$ cat src/rtl/m_loader_pkg.sv
// Shared state encodings and stream framing constants for the instruction-memory loader.
package m_loader_pkg;

    typedef enum logic [2:0] {
        S_HDR0 = 3'd0,
        S_HDR1 = 3'd1,
        S_DATA = 3'd2,
        S_CSUM = 3'd3,
        S_DONE = 3'd4,
        S_ERR  = 3'd5
    } state_t;

    localparam int HDR_BYTES  = 2;
    localparam int WORD_BYTES = 4;
    localparam int LANE_W     = $clog2(WORD_BYTES);

endpackage

$ cat src/rtl/m_imem_loader_if.sv
// Byte-stream input, instruction-memory write port and core-control outputs of the loader.
interface m_imem_loader_if #(
    parameter int ADDR_W = 12
);
    logic              w_in_valid;
    logic [7:0]        w_in_data;
    logic              w_in_ready;
    logic              w_restart;
    logic              w_we;
    logic [ADDR_W-1:0] w_wa;
    logic [31:0]       w_wd;
    logic              w_cpu_rst_n;
    logic              w_done;
    logic              w_err;

    modport slave (
        input  w_in_valid, w_in_data, w_restart,
        output w_in_ready, w_we, w_wa, w_wd, w_cpu_rst_n, w_done, w_err
    );

    modport master (
        output w_in_valid, w_in_data, w_restart,
        input  w_in_ready, w_we, w_wa, w_wd, w_cpu_rst_n, w_done, w_err
    );
endinterface

$ cat src/rtl/m_byte_packer.sv
// Assembles accepted bytes into little-endian 32-bit words; strobes on the last byte of each word.
module m_byte_packer
    import m_loader_pkg::*;
(
    input  logic        clk,
    input  logic        rst_n,
    input  logic        clr,
    input  logic        acc,
    input  logic [7:0]  data,
    output logic [31:0] word,
    output logic        word_done
);
    logic [LANE_W-1:0] lane;
    logic [23:0]       sr;

    // Bytes enter at the top so the first byte of a word ends up in [7:0].
    assign word      = {data, sr};
    assign word_done = acc && (lane == LANE_W'(WORD_BYTES - 1));

    always_ff @(posedge clk or negedge rst_n) begin
        if (!rst_n) begin
            lane <= '0;
            sr   <= '0;
        end else if (clr) begin
            lane <= '0;
            sr   <= '0;
        end else if (acc) begin
            lane <= lane + LANE_W'(1);
            sr   <= {data, sr[23:8]};
        end
    end
endmodule

$ cat src/rtl/m_imem_loader.sv
// Loads a counted, checksummed byte image into instruction memory and releases core reset on success.
module m_imem_loader
    import m_loader_pkg::*;
#(
    parameter int ADDR_W = 12,
    parameter int DEPTH  = 4096
) (
    input  logic w_clk,
    input  logic w_rst_n,
    m_imem_loader_if.slave bus
);
    localparam logic [16:0]     DEPTH_L = 17'(DEPTH);
    localparam logic [ADDR_W:0] ONE     = {{ADDR_W{1'b0}}, 1'b1};

    state_t            state;
    logic [7:0]        cnt_lo;
    logic [7:0]        csum;
    logic [ADDR_W:0]   n_words;
    logic [ADDR_W:0]   word_idx;
    logic [ADDR_W:0]   idx_nxt;
    logic [15:0]       n_full;
    logic              rdy;
    logic              acc;
    logic              restart_ok;
    logic [31:0]       word;
    logic              word_done;

    assign acc        = bus.w_in_valid && rdy;
    assign n_full     = {bus.w_in_data, cnt_lo};
    assign idx_nxt    = word_idx + ONE;
    assign restart_ok = bus.w_restart && (state == S_DONE || state == S_ERR);
    assign bus.w_in_ready = rdy;

    m_byte_packer u_packer (
        .clk       (w_clk),
        .rst_n     (w_rst_n),
        .clr       (restart_ok),
        .acc       (acc && state == S_DATA),
        .data      (bus.w_in_data),
        .word      (word),
        .word_done (word_done)
    );

    always_ff @(posedge w_clk or negedge w_rst_n) begin
        if (!w_rst_n) begin
            state           <= S_HDR0;
            cnt_lo          <= '0;
            csum            <= '0;
            n_words         <= '0;
            word_idx        <= '0;
            rdy             <= 1'b1;
            bus.w_we        <= 1'b0;
            bus.w_wa        <= '0;
            bus.w_wd        <= '0;
            bus.w_cpu_rst_n <= 1'b0;
            bus.w_done      <= 1'b0;
            bus.w_err       <= 1'b0;
        end else begin
            bus.w_we <= 1'b0;
            case (state)
                S_HDR0: if (acc) begin
                    cnt_lo <= bus.w_in_data;
                    csum   <= csum ^ bus.w_in_data;
                    state  <= S_HDR1;
                end
                S_HDR1: if (acc) begin
                    csum     <= csum ^ bus.w_in_data;
                    n_words  <= (ADDR_W+1)'(n_full);
                    word_idx <= '0;
                    if ({1'b0, n_full} > DEPTH_L) begin
                        state     <= S_ERR;
                        bus.w_err <= 1'b1;
                        rdy       <= 1'b0;
                    end else if (n_full == 16'd0) begin
                        state <= S_CSUM;
                    end else begin
                        state <= S_DATA;
                    end
                end
                S_DATA: if (acc) begin
                    csum <= csum ^ bus.w_in_data;
                    if (word_done) begin
                        bus.w_we <= 1'b1;
                        bus.w_wa <= word_idx[ADDR_W-1:0];
                        bus.w_wd <= word;
                        word_idx <= idx_nxt;
                        if (idx_nxt == n_words) state <= S_CSUM;
                    end
                end
                S_CSUM: if (acc) begin
                    rdy <= 1'b0;
                    if (bus.w_in_data == csum) begin
                        state           <= S_DONE;
                        bus.w_done      <= 1'b1;
                        bus.w_cpu_rst_n <= 1'b1;
                    end else begin
                        state     <= S_ERR;
                        bus.w_err <= 1'b1;
                    end
                end
                S_DONE, S_ERR: if (restart_ok) begin
                    state           <= S_HDR0;
                    cnt_lo          <= '0;
                    csum            <= '0;
                    n_words         <= '0;
                    word_idx        <= '0;
                    rdy             <= 1'b1;
                    bus.w_cpu_rst_n <= 1'b0;
                    bus.w_done      <= 1'b0;
                    bus.w_err       <= 1'b0;
                end
                default: state <= S_HDR0;
            endcase
        end
    end
endmodule

$ cat src/flat_wrapper.sv
// flat-port wrapper written by rule: the top's interface ports become plain ports
module m_imem_loader_flat import m_loader_pkg::*;
#(
    parameter int ADDR_W = 12,
    parameter int DEPTH  = 4096
)
  (w_clk, w_rst_n, bus_w_in_valid, bus_w_in_data, bus_w_restart, bus_w_in_ready, bus_w_we, bus_w_wa, bus_w_wd, bus_w_cpu_rst_n, bus_w_done, bus_w_err);
  m_imem_loader_if #(.ADDR_W(ADDR_W)) bus_i ();
  input  logic w_clk;
  input  logic w_rst_n;
  input wire logic [$bits(bus_i.w_in_valid)-1:0] bus_w_in_valid;
  input wire logic [$bits(bus_i.w_in_data)-1:0] bus_w_in_data;
  input wire logic [$bits(bus_i.w_restart)-1:0] bus_w_restart;
  output wire logic [$bits(bus_i.w_in_ready)-1:0] bus_w_in_ready;
  output wire logic [$bits(bus_i.w_we)-1:0] bus_w_we;
  output wire logic [$bits(bus_i.w_wa)-1:0] bus_w_wa;
  output wire logic [$bits(bus_i.w_wd)-1:0] bus_w_wd;
  output wire logic [$bits(bus_i.w_cpu_rst_n)-1:0] bus_w_cpu_rst_n;
  output wire logic [$bits(bus_i.w_done)-1:0] bus_w_done;
  output wire logic [$bits(bus_i.w_err)-1:0] bus_w_err;
  assign bus_i.w_in_valid = bus_w_in_valid;
  assign bus_i.w_in_data = bus_w_in_data;
  assign bus_i.w_restart = bus_w_restart;
  assign bus_w_in_ready = bus_i.w_in_ready;
  assign bus_w_we = bus_i.w_we;
  assign bus_w_wa = bus_i.w_wa;
  assign bus_w_wd = bus_i.w_wd;
  assign bus_w_cpu_rst_n = bus_i.w_cpu_rst_n;
  assign bus_w_done = bus_i.w_done;
  assign bus_w_err = bus_i.w_err;
  m_imem_loader #(.ADDR_W(ADDR_W), .DEPTH(DEPTH)) u_core (.w_clk(w_clk), .w_rst_n(w_rst_n), .bus(bus_i));
endmodule
$ cat config.mk
export PLATFORM = sky130hd
export DESIGN_NAME = m_imem_loader_flat
export DESIGN_NICKNAME = d
export VERILOG_FILES = /design/src/rtl/m_loader_pkg.sv /design/src/rtl/m_imem_loader_if.sv /design/src/rtl/m_byte_packer.sv /design/src/rtl/m_imem_loader.sv /design/src/flat_wrapper.sv
export SDC_FILE = /design/constraint.sdc
export NUM_CORES = 1
export LEC_CHECK = 0
export ABC_CLOCK_PERIOD_IN_PS = 2400
export CAP_MARGIN = 5
export CORE_AREA = 2 2 120 122
export DETAILED_ROUTE_END_ITERATION = 7
export DIE_AREA = 0 0 122 124
export SLEW_MARGIN = 20
export SYNTH_ARGS = -nofsm -noshare
export SYNTH_HDL_FRONTEND = slang
export SYNTH_SLANG_ARGS = --single-unit
$ cat constraint.sdc
create_clock -name w_clk -period 2.4 [get_ports w_clk]
set_input_delay 0.48 -clock w_clk [delete_from_list [all_inputs] [get_ports w_clk]]
set_output_delay 0.48 -clock w_clk [all_outputs]
set_load 0.02 [all_outputs]
==> results.sh <==
export IMPL_p_per_area_nw_per_um2=920
export IMPL_gp_congestion=0.882
export IMPL_grt_max_degree=79
export IMPL_p_leak_nw=3.21
export IMPL_cts_resized_gates=0
export IMPL_vias=4364
export IMPL_grt_pass1_wl_um=21200
export IMPL_worstMarginPinSlew_ps=490
export IMPL_dieArea_sq_um=15100
export IMPL_cts_buffer_depth=2
export IMPL_row_count=43
export IMPL_fmax_mhz=470
export IMPL_wire_per_inst_um=14.5
export IMPL_worstPathArrival_ps=1650
export IMPL_finalSetupViolCount=0
export IMPL_rsz0062_at_grt="false"
export IMPL_max_stage_delay_ps=640
export IMPL_required_ps=1920
export IMPL_routed_wl_um=12600
export IMPL_avgSynthCellArea_sq_um=8.82
export IMPL_cp_max_fo=7
export IMPL_criticalPathCategory="reg2out"
export IMPL_grt_overflow=0
export IMPL_synth_simple_gate_area_share_pct=24.0
export IMPL_synth_flop_cell="dfrtp_1"
export IMPL_drc=0
export IMPL_async_flop_share_pct=100
export IMPL_synth_mux_area_share_pct=0.743
export IMPL_min_period_over_period_pct=88.6
export IMPL_finalClockSkew_ps=6.67
export IMPL_syn2layout_area_growth_pct=27.2
export IMPL_r2r_cells=7
export IMPL_end_kind="output pin"
export IMPL_coreArea_sq_um=13700
export IMPL_grt_pass1_vias=4174
export IMPL_startpoint="u_core.bus.w_in_ready"
export IMPL_drive_above_1_share_pct=9.16
export IMPL_final_cell_mix="232 x nand2_1, 118 x dfrtp_1, 59 x clkdlybuf4s50_1"
export IMPL_finalHoldViolCount=0
export IMPL_place_hpwl_um=8780
export IMPL_numClockSinks=119
export IMPL_outcome="completed"
export IMPL_setup_tns_ps=0
export IMPL_grt_use_met2_pct=26.6
export IMPL_crit_family="buffers and inverters"
export IMPL_die_w_um=122
export IMPL_h_tree_depth=4
export IMPL_path_cells="clkdlybuf4s50_1"
export IMPL_ys_types=49
export IMPL_r2r_start="u_core.word_idx[1]"
export IMPL_synth_compound_area_share_pct=12.6
export IMPL_drt_pass1_iterations=5
export IMPL_synth_seq_cells=119
export IMPL_mostFrequentLayoutCell="nand2_1"
export IMPL_diodes=0
export IMPL_nets=689
export IMPL_clk_pin_slew_ps=50
export IMPL_critPathBufInv=1
export IMPL_ys_warn_count=0
export IMPL_synth_seq_area_share_pct=55.3
export IMPL_critPathCapture="bus_w_in_ready"
export IMPL_cts_root_buf="clkbuf_16"
export IMPL_power_total_mw=6.30
export IMPL_drv_cap=0
export IMPL_start_util_pct=39.3
export IMPL_synthXorXnorAreaFrac_pct=3.25
export IMPL_grt_antenna_before_repair=0
export IMPL_use_met1_pct=25.9
export IMPL_syn_area_sq_um=5390
export IMPL_cts_buffers=17
export IMPL_finalMaxSlewViolations=0
export IMPL_synth_fa_ha_area_share_pct=0.464
export IMPL_slew_limit_headroom_pct=67.0
export IMPL_track_usage_pct=18.2
export IMPL_worstSkewPairLatency_ps=420
export IMPL_gr_usage_met3_pct=3.53
export IMPL_startpoint_type="flip-flop"
export IMPL_ant_nets=0
export IMPL_critPathSlowestCell="clkdlybuf4s50_1"
export IMPL_cp_num_cells=1
export IMPL_rrSetupSlack_ps=390
export IMPL_portBuffers=60
export IMPL_synth_edf_count=0
export IMPL_synth_top_family_by_area="simple AND/OR/NAND/NOR gates"
export IMPL_r2r_end="u_core.state[0]"
export IMPL_ioPinCount=61
export IMPL_vdd_ir_drop_max_mv=0.451
export IMPL_cts_tree="done"
export IMPL_drt_iter0_drc=329
export IMPL_worstHoldPathType="in2async"
export IMPL_synthCells=611
export IMPL_synth_nets=625
export IMPL_die_h_um=124
export IMPL_layout_min_cycle_time_ps=2130
export IMPL_busiest_layer="met2"
export IMPL_fill_cells=1322
export IMPL_viasPerCell=5.03
synth_stat cells (all sizes together), types with 4 or more instances:
cell    count  share of area (%)
mux2i       4               0.74
inv        10               0.70
o31ai       7               0.98
nand3       8               0.74
dfrtp     118                 55
nor3        4               0.58
nand2     232                 16
o21ai      53                4.9
and2        4               0.46
xnor2      15                2.4
nor4       10                1.3
nand2b      4               0.46
nor2       18                1.4
a21oi      33                3.1
xor2        5               0.81
nor2b      11                1.3
a22o        8                1.3
clkbuf     23                1.6
buf        15                1.4
state kept, by name, indices dropped and copies added (netlist names):
name / count
u_core.bus.w_we: 1
u_core.word_idx: 13
u_core.bus.w_wd: 32
u_core.bus.w_wa: 12
u_core.n_words: 13
u_core.bus.w_cpu_rst_n: 1
u_core.bus.w_err: 1
u_core.csum: 8
u_core.u_packer.lane: 2
u_core.bus.w_in_ready: 1
u_core.state: 3
u_core.u_packer.sr: 24
u_core.cnt_lo: 8
final cells by class:
class                           instances  area (sq um)  area share, %
Sequential cell                       119          2980           43.5
Multi-Input combinational cell        444          2210           32.3
Timing Repair Buffer                   83           811           11.8
Clock buffer                           24           492           7.17
Tap cell                              180           225           3.29
Clock inverter                          8          95.1           1.39
Inverter                               10          37.5          0.548
cell families (layout without fill, tap and decap cells):
group | Yosys count | count (layout)
xor+xnor | 20 | 20
buf+inv | 48 | 125
flops | 119 | 119
mux | 4 | 4
simple gates | 302 | 302
fa+ha+maj | 2 | 2
compound gates | 116 | 116
power by group:
group | leakage (nW) | internal (mW) | switching (mW)
sequential | 1.62 | 2.30 | 0.286
combinational | 1.30 | 0.522 | 0.706
clock | 0.286 | 1.63 | 0.862
total | 3.21 | 4.45 | 1.85
through the flow:
| step | util (%) | worst slack (ps) | cell area (sq um) | cells | hold slack [ps] |
|---|---|---|---|---|---|
| after floorplan | - | 512 | 5390 | 611 | 184 |
| after CTS | 50.0 | 244 | 6850 | 868 | 447 |
| after global placement | 45.6 | 131 | 6260 | 835 | 348 |
| final | 50.0 | 274 | 6850 | 868 | 459 |
| after detailed placement | 45.6 | 97.0 | 6260 | 835 | 345 |
| after global routing | 50.0 | 216 | 6850 | 868 | 482 |
worst min path at each step:
stage	endpoint	cells past startpoint	startpoint	slack (ps)
global route	u_core.n_words[7]	2	w_rst_n	480
floorplan	u_core.bus.w_cpu_rst_n	0	w_rst_n	180
detailed placement	u_core.n_words[1]	1	w_rst_n	340
finish	u_core.n_words[6]	2	w_rst_n	460
global placement	u_core.n_words[4]	1	w_rst_n	350
CTS	u_core.n_words[6]	2	w_rst_n	450
routing by layer:
metal | part of all wire (%) | vias up
li1 | - | 2154
met1 | 49 | 2089
met2 | 44 | 98
met3 | 4.3 | 23
met4 | 2.4 | 0
met5 | 0 | -
repair_timing:
action | in CTS | in global routing
hold buffers | 1 | 0
setup buffers | 0 | 0
hold endpoints to repair | 11 | 0
Note: power is estimated with default switching activity, not from simulation.
==> edit 1: new RTL, same settings <==
Reset style: synchronous (`rst_n` and `w_rst_n`), changed in 2 clocked blocks.
--- a/src/rtl/m_byte_packer.sv
+++ b/src/rtl/m_byte_packer.sv
@@ -17,7 +17,7 @@
     assign word      = {data, sr};
     assign word_done = acc && (lane == LANE_W'(WORD_BYTES - 1));
 
-    always_ff @(posedge clk or negedge rst_n) begin
+    always_ff @(posedge clk) begin
         if (!rst_n) begin
             lane <= '0;
             sr   <= '0;
--- a/src/rtl/m_imem_loader.sv
+++ b/src/rtl/m_imem_loader.sv
@@ -41,7 +41,7 @@
         .word_done (word_done)
     );
 
-    always_ff @(posedge w_clk or negedge w_rst_n) begin
+    always_ff @(posedge w_clk) begin
         if (!w_rst_n) begin
             state           <= S_HDR0;
             cnt_lo          <= '0;
Formal check against the unedited RTL: differs if w_rst_n is asserted again (counterexample within 4 cycles, from zero or initial values and one cycle with w_rst_n low); with w_rst_n held inactive, the same outputs for 4 cycles.
==> edit 1 against the original RTL <==
Routed wire length rose by 3.2%; die area did not move; critical endpoint is now u_core.state[2]; setup slack got worse by 0.057 ns; area after synthesis fell by 3.7%; final area fell by 3.0%; sequential cell count did not move.
Power is not compared: it rests on default switching activity, and its combinational part moved more than twofold at a synthesized area within 25%.
==> edit 1: results (changes against the original RTL) <==
| Metric | Value |
|---|---|
| Status | `finished, final reports clean (unchanged)` |
| Gr usage total | `18.1% (was 18.2%)` |
| Commonest cells post-synth | `nand2_1 (181), dfxtp_1 (119), a21oi_1 (113) (was nand2_1 (232), dfrtp_1 (118), o21ai_0 (41))` |
| Max stage delay cell, worst path | `dfxtp_1 (was clkdlybuf4s50_1)` |
| Met2 wire length | `5.88 mm (was 5.57 mm)` |
| Nets | `740 (was 689)` |
| Syn_nets | `683 (was 625)` |
| Seq/Total Area, Yosys | `45.9% (was 55.3%)` |
| HP Class | `flip-flop to flip-flop (was input pin to asynchronous set/reset pin)` |
| Filler cells | `1351 (was 1322)` |
| Post-synth ARST share | `0% (was 100%)` |
| Routing usage on met3 | `4.26% (was 3.53%)` |
| Routability Congestion | `0.862 (was 0.882)` |
| Final Skew | `0.00510 ns (was 0.00667 ns)` |
| First-pass GRT wire length | `21.5 mm (was 21.2 mm)` |
| Routed wl met3 | `613 µm (was 540 µm)` |
| Slew @ Worst Pin | `0.617 ns (was 0.490 ns)` |
| Placed cell count | `887 (was 835)` |
| Ys flop type | `dfxtp_1 (was dfrtp_1)` |
| Critical path arrival | `2.53 ns (was 1.65 ns)` |
| Met1 global-route usage | `24.5% (was 25.9%)` |
| WL/cell | `14.1 µm (was 14.5 µm)` |
| Syn Inst Count | `669 (was 611)` |
| Initial drt markers | `252 (was 329)` |
| Routed WL | `13.0 mm (was 12.6 mm)` |
| Vias | `4609 (was 4364)` |
| Largest net degree at the start of global routing | `56 (was 79)` |
| Drt pass-1 iters | `8 (was 5)` |
[edit 1: final timing paths]
path,end,slack (ns),depth (start not counted)
hold reg to reg,u_core.bus.w_wd[31],0.45,2
hold / removal,u_core.bus.w_wd[31],0.45,2
setup reg to reg,u_core.state[2],0.22,8
setup / recovery,u_core.state[2],0.22,8
[edit 1: through the flow]
step | power, mW | worst slack, ns | hold slack [ns]
2_1_floorplan | 2.44 | 0.449 | 0.432
3_3_place_gp | 2.60 | 0.0523 | 0.443
3_5_place_dp | 2.61 | 0.0197 | 0.448
4_1_cts | 5.23 | 0.245 | 0.455
6_report | 5.18 | 0.217 | 0.453
5_1_grt | 5.40 | 0.0586 | 0.477
[edit 1: critical path: cells and delay by family, from the launching register on]
kind,cells,cell delay (ns)
AND/OR/NAND/NOR,2,0.42
multiplexers,1,0.20
flip-flops,1,0.44
AO/OA/AOI/OAI,4,0.80
adder cells (fa/ha/maj),1,0.26
[edit 1: cell type report]
cell class	instances	area share [%]
sequential	119	35.8
tap	180	3.39
inverter	4	0.226
clock inverter	13	2.58
timing repair buffer	94	13.6
clock buffer	19	6.66
multi-input combinational	490	37.7
[edit 1: power by group]
group / switching, mW / internal [mW] / total, mW
Combinational: 0.275 / 0.199 / 0.474
Sequential: 0.0613 / 2.03 / 2.09
Clock: 0.941 / 1.67 / 2.61
Total: 1.28 / 3.90 / 5.18
[edit 1: kinds of logic after synthesis]
family	count (synthesis)	share of synthesized area (%)
AO/OA/AOI/OAI	158	16.9
XOR/XNOR	29	4.89
adder cells (fa/ha/maj)	2	0.482
buffers and inverters	60	5.83
flip-flops	119	45.9
multiplexers	2	0.386
AND/OR/NAND/NOR	299	25.7
==> edit 2: new RTL, same settings <==
Without the edit above. `ADDR_W` is set to 12 in 3 places; all go to 14.
--- a/src/rtl/m_imem_loader_if.sv
+++ b/src/rtl/m_imem_loader_if.sv
@@ -1,6 +1,6 @@
 // Byte-stream input, instruction-memory write port and core-control outputs of the loader.
 interface m_imem_loader_if #(
-    parameter int ADDR_W = 12
+    parameter int ADDR_W = 14
 );
     logic              w_in_valid;
     logic [7:0]        w_in_data;
--- a/src/rtl/m_imem_loader.sv
+++ b/src/rtl/m_imem_loader.sv
@@ -2,7 +2,7 @@
 module m_imem_loader
     import m_loader_pkg::*;
 #(
-    parameter int ADDR_W = 12,
+    parameter int ADDR_W = 14,
     parameter int DEPTH  = 4096
 ) (
     input  logic w_clk,
--- a/src/flat_wrapper.sv
+++ b/src/flat_wrapper.sv
@@ -1,7 +1,7 @@
 // flat-port wrapper written by rule: the top's interface ports become plain ports
 module m_imem_loader_flat import m_loader_pkg::*;
 #(
-    parameter int ADDR_W = 12,
+    parameter int ADDR_W = 14,
     parameter int DEPTH  = 4096
 )
   (w_clk, w_rst_n, bus_w_in_valid, bus_w_in_data, bus_w_restart, bus_w_in_ready, bus_w_we, bus_w_wa, bus_w_wd, bus_w_cpu_rst_n, bus_w_done, bus_w_err);
Interface: changed (resized bus_w_wa); port bits go from 61 to 63. No check against the original RTL was run, so the function may have changed too.
==> edit 2 against the original RTL <==
First-iteration DRC count decreased by 9.4%; highest routed layer unchanged; final area is 6.8% higher; utilization rose by 3.4 points; routed wire length increased by 8.7%; global-route usage up 1.2 points; area after synthesis up 6.8%; sequential cell count rose by 6; count of clock-buffer cells in the layout down 6; setup slack worse by 0.10 ns; final cell count is 3.2% higher; largest cell class unchanged; register-to-register slack got worse by 0.22 ns.
Power is not compared: it rests on default switching activity, and its combinational part moved more than twofold at a synthesized area within 25%.
==> edit 2: results (changes against the original RTL) <==
| Metric | Value |
|---|---|
| Seq/Total Area, Yosys | `54.4% (was 55.3%)` |
| Initial drt markers | `298 (was 329)` |
| Commonest cells post-synth | `nand2_1 (218), dfrtp_1 (124), o21ai_0 (58) (was nand2_1 (232), dfrtp_1 (118), o21ai_0 (41))` |
| CTS-repair resized insts | `0 (unchanged)` |
| CTS max path bufs | `2 (unchanged)` |
| Reg2reg setup slack | `0.17 ns (was 0.39 ns)` |
| Largest regs | `u_core.bus.w_wd (32), u_core.u_packer.sr (24) (unchanged)` |
| Largest net degree at the start of global routing | `49 (was 79)` |
| Filler cells | `1270 (was 1322)` |
| Vias in the first global route | `4381 (was 4174)` |
| HP Class | `input pin to asynchronous set/reset pin (unchanged)` |
| First-pass GRT wire length | `22.5 mm (was 21.2 mm)` |
| Critical register-to-register path endpoint | `u_core.state[0] (unchanged)` |
| Worst-path maximum fanout | `7 (unchanged)` |
| Critical path origin | `u_core.word_idx[1] (was u_core.bus.w_in_ready)` |
| Detail Placement HPWL | `9.39 mm (was 8.78 mm)` |
| Port bufs | `62 (was 60)` |
| Peak VDD IR | `0.350 mV` |
| Nets | `717 (was 689)` |
| Final Skew | `0.00534 ns (was 0.00667 ns)` |
| Drt pass-1 iters | `5 (unchanged)` |
| Syn Inst Count | `636 (was 611)` |
| Non-Filler Instances | `896 (was 868)` |
| Critical Path End Type | `flip-flop (was output pin)` |
| Status | `finished, final reports clean (unchanged)` |
| H-Tree Depth | `4 (unchanged)` |
| WL/cell | `15.2 µm (was 14.5 µm)` |
| Slew margin rel. | `64.6% (was 67.0%)` |
| Critical path arrival | `2.56 ns (was 1.65 ns)` |
| Gr usage total | `19.4% (was 18.2%)` |
| Syn_nets | `650 (was 625)` |
| Placed cell count | `864 (was 835)` |
| Area contributors post-synth | `dfrtp_1 (54%), nand2_1 (14%), o21ai_0 (5.0%), xnor2_1 (2.6%), o21ai_1 (1.9%) (was dfrtp_1 (55%), nand2_1 (16%), o21ai_0 (3.8%), a21oi_1 (3.1%), xnor2_1 (2.4%))` |
| Routability Congestion | `0.919 (was 0.882)` |
| Synth unique cells | `55 (was 49)` |
| Layout cell share with drive strength beyond 1 | `10.9% (was 9.16%)` |
| Worst reg2reg path depth | `7 (unchanged)` |
| Clock Root Buffer | `clkbuf_16 (unchanged)` |
| Vias per cell | `5.15 (was 5.03)` |
| Routed Antenna Nets | `0 (unchanged)` |
| Post-synth ARST share | `100% (unchanged)` |
| Cts bufs inserted | `17 (unchanged)` |
| Leak Pwr | `3.36 nW` |
edit 2: changes by cell type in the layout (fill, tap and decap cells not counted), moves of 4 or more:
cell	before	now
a21oi_1	33	8
buf_4	20	24
dfrtp_1	118	124
nand2_1	232	218
nand2b_1	4	10
nor2_1	16	26
o21ai_0	41	58
o21ai_1	12	22
edit 2: logic make-up after synthesis:
family	after synthesis	share of synthesized area [%]
flops	125	54.4
compound gates	125	13.4
buf+inv	52	3.94
xor+xnor	21	3.20
fa+ha+maj	2	0.435
simple gates	305	23.6
mux	6	1.04
edit 2: critical path, cell delays in order, from the launching register on:
cell and delay [ns]:
dfrtp_1 0.42, ha_1 0.37, nand4_4 0.22, nor3_2 0.29, xnor2_1 0.12, nor4_1 0.39
a31oi_1 0.20, nor3_2 0.14
edit 2: area by class of cell:
type / instances / area share [%]
inverters: 11 / 0.564
repair buffers: 89 / 11.9
clock buffers: 18 / 6.00
flip-flops and latches: 125 / 42.8
multi-input cells: 459 / 32.8
well taps: 180 / 3.08
clock inverters: 14 / 2.94
edit 2: worst min-delay path by stage:
stage                                        end             startpoint  slack, ns  depth (start not counted)
after CTS                     u_core.word_idx[3]                w_rst_n       0.05                          1
final                         u_core.bus.w_wa[0]                w_rst_n       0.05                          1
after detailed placement      u_core.bus.w_wd[7]  u_core.u_packer.sr[7]       0.45                          2
after global routing          u_core.bus.w_wd[1]                w_rst_n       0.08                          1
after global placement        u_core.bus.w_wd[0]  u_core.u_packer.sr[0]       0.45                          2
after floorplan           u_core.bus.w_cpu_rst_n                w_rst_n       0.18                          0
edit 2: layer usage:
layer  share of wire [%]  vias to the layer above  GRT usage [%]  routed length, µm
met5                   0                        -              0                  0
met2                  44                      122           28.4               6020
met4                 1.8                        0           7.83                247
met1                  49                     2203           27.9               6740
li1                    -                     2263              -                  -
met3                 4.7                       23           4.26                638
edit 2: metrics by stage:
stage | area (µm²) | worst slack (ns) | TNS [ns]
floorplan | 5750 | 0.599 | 0
global placement | 6670 | 0.0262 | 0
detailed placement | 6670 | -0.0332 | -0.0586
CTS | 7320 | 0.162 | 0
global route | 7320 | 0.0248 | 0
finish | 7320 | 0.174 | 0
edit 2: report_power, final:
| group | switching [mW] | internal [mW] | leakage [nW] |
|---|---|---|---|
| Combinational | 0.0793 | 0.0435 | 1.31 |
| Clock | 0.956 | 1.87 | 0.317 |
| Sequential | 0.00187 | 2.11 | 1.74 |
| Total | 1.04 | 4.02 | 3.36 |
